===== config.mk =====
export PLATFORM = sky130hd
export DESIGN_NAME = pe_dual_mode
export DESIGN_NICKNAME = d
export VERILOG_FILES = /design/src/rtl/pe_dual_mode.sv
export SDC_FILE = /design/constraint.sdc
export NUM_CORES = 1
export LEC_CHECK = 0
export ABC_AREA = 0
export CAP_MARGIN = 20
export CORE_ASPECT_RATIO = 2
export CORE_MARGIN = 4
export CORE_UTILIZATION = 60
export CTS_CLUSTER_DIAMETER = 60
export DETAILED_ROUTE_END_ITERATION = 6
export DONT_BUFFER_PORTS = 1
export PLACE_DENSITY_LB_ADDON = 0.25
export RECOVER_POWER = 50
export SYNTH_ARGS = -nofsm -noshare
export SYNTH_HDL_FRONTEND = slang
export SYNTH_SLANG_ARGS = --single-unit

===== constraint.sdc =====
create_clock -name clk -period 8.4 [get_ports clk]
set_clock_uncertainty 0.1 [all_clocks]
set_input_delay 1.26 -clock clk [delete_from_list [all_inputs] [get_ports clk]]
set_output_delay 1.26 -clock clk [all_outputs]
set_load 0.02 [all_outputs]

===== src/rtl/pe_dual_mode.sv =====
// Dual-mode (WS/OS) systolic PE with double-buffered weight and valid tags; all outputs 1-cycle registered, no backpressure.
// Build with PE_SAT_EN defined to saturate sums/accumulates and expose the sticky sat_flag output.
module pe_dual_mode #(
  parameter int DATA_IN_BW     = 8,
  parameter int WEIGHT_BW      = 8,
  parameter int PARTIAL_SUM_BW = 19
) (
  input  logic                             clk,
  input  logic                             rstn,
  input  logic                             mode,
  input  logic                             start,
  input  logic                             stop,
  input  logic signed [DATA_IN_BW-1:0]     DIN,
  input  logic                             din_valid,
  input  logic signed [WEIGHT_BW-1:0]      W_IN,
  input  logic                             w_load,
  input  logic                             w_swap,
  input  logic signed [PARTIAL_SUM_BW-1:0] PSUM_IN,
  input  logic                             psum_in_valid,
  output logic signed [DATA_IN_BW-1:0]     DF_COL,
  output logic                             df_valid,
  output logic signed [WEIGHT_BW-1:0]      W_OUT,
  output logic signed [PARTIAL_SUM_BW-1:0] PSUM_OUT,
  output logic                             psum_out_valid,
  output logic                             busy
`ifdef PE_SAT_EN
  ,
  output logic                             sat_flag
`endif
);

  localparam int PB  = DATA_IN_BW + WEIGHT_BW;
  localparam int PSW = PARTIAL_SUM_BW;
  localparam logic signed [PSW-1:0] MAXV = {1'b0, {(PSW-1){1'b1}}};
  localparam logic signed [PSW-1:0] MINV = {1'b1, {(PSW-1){1'b0}}};

  typedef enum logic [1:0] {IDLE, RUN, DRAIN} state_t;

  state_t                 state_q, state_d;
  logic                   mode_q, mode_d;
  logic signed [WEIGHT_BW-1:0] shadow_q, shadow_d, active_q, active_d;
  logic signed [PSW-1:0]  acc_q, acc_d, psum_q, psum_d;
  logic                   pvld_q, pvld_d;
  logic signed [DATA_IN_BW-1:0] dfcol_q;
  logic                   dfvld_q;
  logic signed [WEIGHT_BW-1:0]  wout_q;
`ifdef PE_SAT_EN
  logic                   sat_q, sat_d;
`endif

  logic signed [WEIGHT_BW-1:0] w_op;
  logic signed [PB-1:0]   prod;
  logic signed [PSW-1:0]  p_ext, ws_sum, os_sum;

  function automatic logic signed [PSW-1:0] add_fn(input logic signed [PSW-1:0] a,
                                                   input logic signed [PSW-1:0] b);
`ifdef PE_SAT_EN
    logic signed [PSW:0] w;
    w = (PSW+1)'(a) + (PSW+1)'(b);
    if (w[PSW] != w[PSW-1]) add_fn = w[PSW] ? MINV : MAXV;
    else                    add_fn = w[PSW-1:0];
`else
    add_fn = a + b;
`endif
  endfunction

`ifdef PE_SAT_EN
  function automatic logic ovf_fn(input logic signed [PSW-1:0] a,
                                  input logic signed [PSW-1:0] b);
    logic signed [PSW:0] w;
    w = (PSW+1)'(a) + (PSW+1)'(b);
    ovf_fn = (w[PSW] != w[PSW-1]);
  endfunction
`endif

  // OS streams W_IN as the operand; WS uses the active buffered weight.
  assign w_op   = mode_q ? W_IN : active_q;
  assign prod   = $signed({{WEIGHT_BW{DIN[DATA_IN_BW-1]}}, DIN}) *
                  $signed({{DATA_IN_BW{w_op[WEIGHT_BW-1]}}, w_op});
  assign p_ext  = PSW'(prod);
  assign ws_sum = add_fn(PSUM_IN, p_ext);
  assign os_sum = add_fn(acc_q, p_ext);

  always_comb begin
    state_d  = state_q;
    mode_d   = mode_q;
    shadow_d = shadow_q;
    active_d = active_q;
    acc_d    = acc_q;
    psum_d   = psum_q;
    pvld_d   = 1'b0;
`ifdef PE_SAT_EN
    sat_d    = sat_q;
`endif
    if (w_load) shadow_d = W_IN;
    if (w_swap) active_d = shadow_q;
    case (state_q)
      IDLE: begin
        if (start) begin
          state_d = RUN;
          mode_d  = mode;
`ifdef PE_SAT_EN
          sat_d   = 1'b0;
`endif
        end
      end
      RUN: begin
        if (stop) state_d = mode_q ? DRAIN : IDLE;
        if (!mode_q) begin
          pvld_d = din_valid & psum_in_valid;
          if (din_valid && psum_in_valid) begin
            psum_d = ws_sum;
`ifdef PE_SAT_EN
            if (ovf_fn(PSUM_IN, p_ext)) sat_d = 1'b1;
`endif
          end
        end else begin
          psum_d = PSUM_IN;
          pvld_d = psum_in_valid;
          if (din_valid) begin
            acc_d = os_sum;
`ifdef PE_SAT_EN
            if (ovf_fn(acc_q, p_ext)) sat_d = 1'b1;
`endif
          end
        end
      end
      DRAIN: begin
        state_d = IDLE;
        psum_d  = acc_q;
        pvld_d  = 1'b1;
        acc_d   = '0;
      end
      default: state_d = IDLE;
    endcase
  end

  always_ff @(posedge clk or negedge rstn) begin
    if (!rstn) begin
      state_q  <= IDLE;
      mode_q   <= 1'b0;
      shadow_q <= '0;
      active_q <= '0;
      acc_q    <= '0;
      psum_q   <= '0;
      pvld_q   <= 1'b0;
      dfcol_q  <= '0;
      dfvld_q  <= 1'b0;
      wout_q   <= '0;
`ifdef PE_SAT_EN
      sat_q    <= 1'b0;
`endif
    end else begin
      state_q  <= state_d;
      mode_q   <= mode_d;
      shadow_q <= shadow_d;
      active_q <= active_d;
      acc_q    <= acc_d;
      psum_q   <= psum_d;
      pvld_q   <= pvld_d;
      dfcol_q  <= DIN;
      dfvld_q  <= din_valid;
      wout_q   <= W_IN;
`ifdef PE_SAT_EN
      sat_q    <= sat_d;
`endif
    end
  end

  assign DF_COL         = dfcol_q;
  assign df_valid       = dfvld_q;
  assign W_OUT          = wout_q;
  assign PSUM_OUT       = psum_q;
  assign psum_out_valid = pvld_q;
  assign busy           = (state_q != IDLE);
`ifdef PE_SAT_EN
  assign sat_flag       = sat_q;
`endif

endmodule


==> impl_results.md <==
- WL/cell: 18.70 um
- Slowest-stage cell, CP: fa_1
- Worst path cell trace: mux2_2, and2_1, fa_1, inv_1, fa_1, inv_1, fa_1, inv_1, fa_1, inv_1, ha_1, o21ai_0, o21ai_0, a41oi_1, a21oi_1, xnor2_1, inv_1, ha_1, nand2_1, o41ai_2, o31ai_4, nor3b_1, a2111o_1, o31ai_2
- Initial antenna violation count: 0
- Multi-input combinational cell area: 0.004967 mm2
- DP HPWL: 14.28 mm
- First-pass GRT wire length: 28.99 mm
- 1st-pass router iterations: 5
- Clock Path Buffers: 2
- Clk root buf: clkbuf_16
- Total wire length: 17.54 mm
- Placer congestion estimate: 0.9297
- Sink Count: 75
- Worst reg-to-reg path cell count: 24
- Number of I/O pins: 82
- Seq cells post-synth: 75
- Routed vias/inst: 5.995
- CP max stage delay: 0.55 ns
- Via count: 5623
- Skew-Pair Late Insertion Delay: 0.36 ns
- Layout fillers: 920
- Async SR Flop Fraction: 100.0%
- Worst Path Buf+Inv: 5
- Sequential cell area: 0.001878 mm2
- Status: complete, no violations
- # nets final: 959
- Die area: 0.01412 mm2
- Most frequent CP cell: inv_1
- Top cells by area, synth: dfrtp_1 26%, fa_1 16%, ha_1 12%, inv_1 5.3%, o21ai_0 3.7%
- Die Wd: 86.05 um
- Worst Setup Start Kind: input pin
- Initial Util: 61.73%
- Setup Fix Bufs, Post-CTS: 0
- Max_cap viols: 0
- DRC: 0
- Commonest cells post-synth: 104 x inv_1, 75 x dfrtp_1, 70 x ha_1
- Hold depth: 1
- Fin cells: 938
- Final Max Slew Viols: 0
- Aggregate global routing overflow: 0
- Worst Path Required: 8.56 ns
- Critical Path Fanout Max: 8
- Antenna Violating Nets Remaining: 0
- Row count: 56
- Worst R2R Setup Slack: 0.76 ns
- Reg2reg end: PSUM_OUT[18]
- CTS Buf Count: 9
- Count leader, synth: inv_1
- Area leader, netlist: dfrtp_1
- CTS H-tree lvls: 3
- Kind of critical path: input pin to flip-flop
- Final number of hold-violating endpoints: 0
- Synth unique cells: 60
- Clk slew on worst S/H paths: 0.06 ns
- PortBufs: 0
- Antenna Cells: 0
- CTS tree: done
- Largest delay share family, worst path: adder cells
- Syn Std Cell Area: 0.007310 mm2
- Register area share after synthesis: 25.68%
- Tmin final: 7.843 ns
- Endpoints failing setup: 0
- Mean post-synth cell area: 9.264 um2
- Number of global-route vias before repair: 6169
- Worst hold path endpoint: shadow_q[2]
- Synth Warn #: 0
- Worst Path Arrival: 8.00 ns
- Area Growth Syn to Fin: 6.522%
- Top_reg_cell synth: dfrtp_1
- RSZ-0062 raised after global routing: no
- Dpl cells: 922
- Post-synth EDFFs: 0
- Period utilisation layout: 93.37%
- Total track usage: 26.27%
- F_max: 127.5 MHz
- Hold_sp: shadow_q[2]
- Post-CTS Resized: 0
- Core box area: 0.01184 mm2
- Share of the synthesized area in the top cell type: 25.68%
- DRT iter0 DRCs: 241
- Worst-Margin Slew: 0.7719 ns
- CTS Hold Bufs: 0
- Largest net degree at the start of global routing: 76
- Worst hold path class: flip-flop to flip-flop
- Height of the die: 164.1 um
- Reg2reg start: mode_q
- Mapped Nets: 960
- Share of cells above drive strength 1: 7.314%
- Worst relative slew slack: 48.48%
- CP Capture Type: flip-flop
- Setup TNS: 0 ns
- Synthesized instance count: 789
worst max-delay path by stage:
stage / from / end / slack [ns] / cells after the start
finish: W_IN[2] / PSUM_OUT[18] / 0.56 / 24
global route: W_IN[2] / PSUM_OUT[18] / 0.30 / 24
CTS: W_IN[2] / PSUM_OUT[18] / 0.65 / 24
detailed placement: W_IN[2] / PSUM_OUT[18] / 0.31 / 24
global placement: W_IN[2] / PSUM_OUT[18] / 0.58 / 24
floorplan: W_IN[2] / PSUM_OUT[18] / 1.11 / 24
sequential cells by signal, indices dropped and copies added (netlist names):
signal,flops
PSUM_OUT,19
DF_COL,8
W_OUT,8
acc_q,19
active_q,8
mode_q,1
shadow_q,8
state_q,2
psum_out_valid,1
df_valid,1
logic make-up after synthesis:
group           after synthesis  share of synthesized area [%]
buf+inv                     124                          6.368
fa+ha+maj                   127                          27.59
simple gates                203                          13.85
xor+xnor                     43                          5.152
mux                          33                          4.896
compound gates              184                          16.47
flops                        75                          25.68
routing by layer:
metal / GRT usage, % / wire length (um) / vias to the layer above
met3: 3.865 / 738 / 37
met4: 12.18 / 605 / 0
li1: - / - / 2671
met5: 0 / 0 / -
met2: 52.11 / 10210 / 169
met1: 25.47 / 5979 / 2746
through the flow:
step | util (%) | hold WS (ns) | area (um2) | setup WS (ns)
6_report | 65.75 | 0.4076 | 7786 | 0.5569
5_1_grt | 65.75 | 0.4250 | 7786 | 0.2959
4_1_cts | 65.75 | 0.4097 | 7786 | 0.6463
3_5_place_dp | 63.14 | 0.3956 | 7477 | 0.3145
3_3_place_gp | 63.14 | 0.3831 | 7477 | 0.5822
2_1_floorplan | - | 0.3725 | 7310 | 1.111
layout by cell type (no fill, tap or decap), drive strengths merged, types with 9 or more instances in the layout:
cell / netlist / final
mux2: 22 / 22
xnor2: 27 / 27
nor3: 13 / 13
a21o: 13 / 13
fa: 57 / 57
nor2b: 38 / 38
nand2: 65 / 65
nand2b: 9 / 9
mux2i: 11 / 11
dfrtp: 75 / 75
a21oi: 47 / 47
clkbuf: 19 / 9
nor2: 39 / 39
and2: 13 / 13
inv: 104 / 108
ha: 70 / 70
o21ai: 56 / 56
xor2: 16 / 16
o211ai: 11 / 11
final cells by class:
class | count | area share, %
timing repair buffer | 8 | 0.7713
tap | 145 | 2.330
clock buffer | 9 | 2.892
multi-input combinational | 590 | 63.80
sequential | 75 | 24.12
inverter | 104 | 5.014
clock inverter | 7 | 1.077
Power is left out: the tool's default activity adds up to more than one toggle a clock period on the data nets, which glitch-free logic cannot reach.
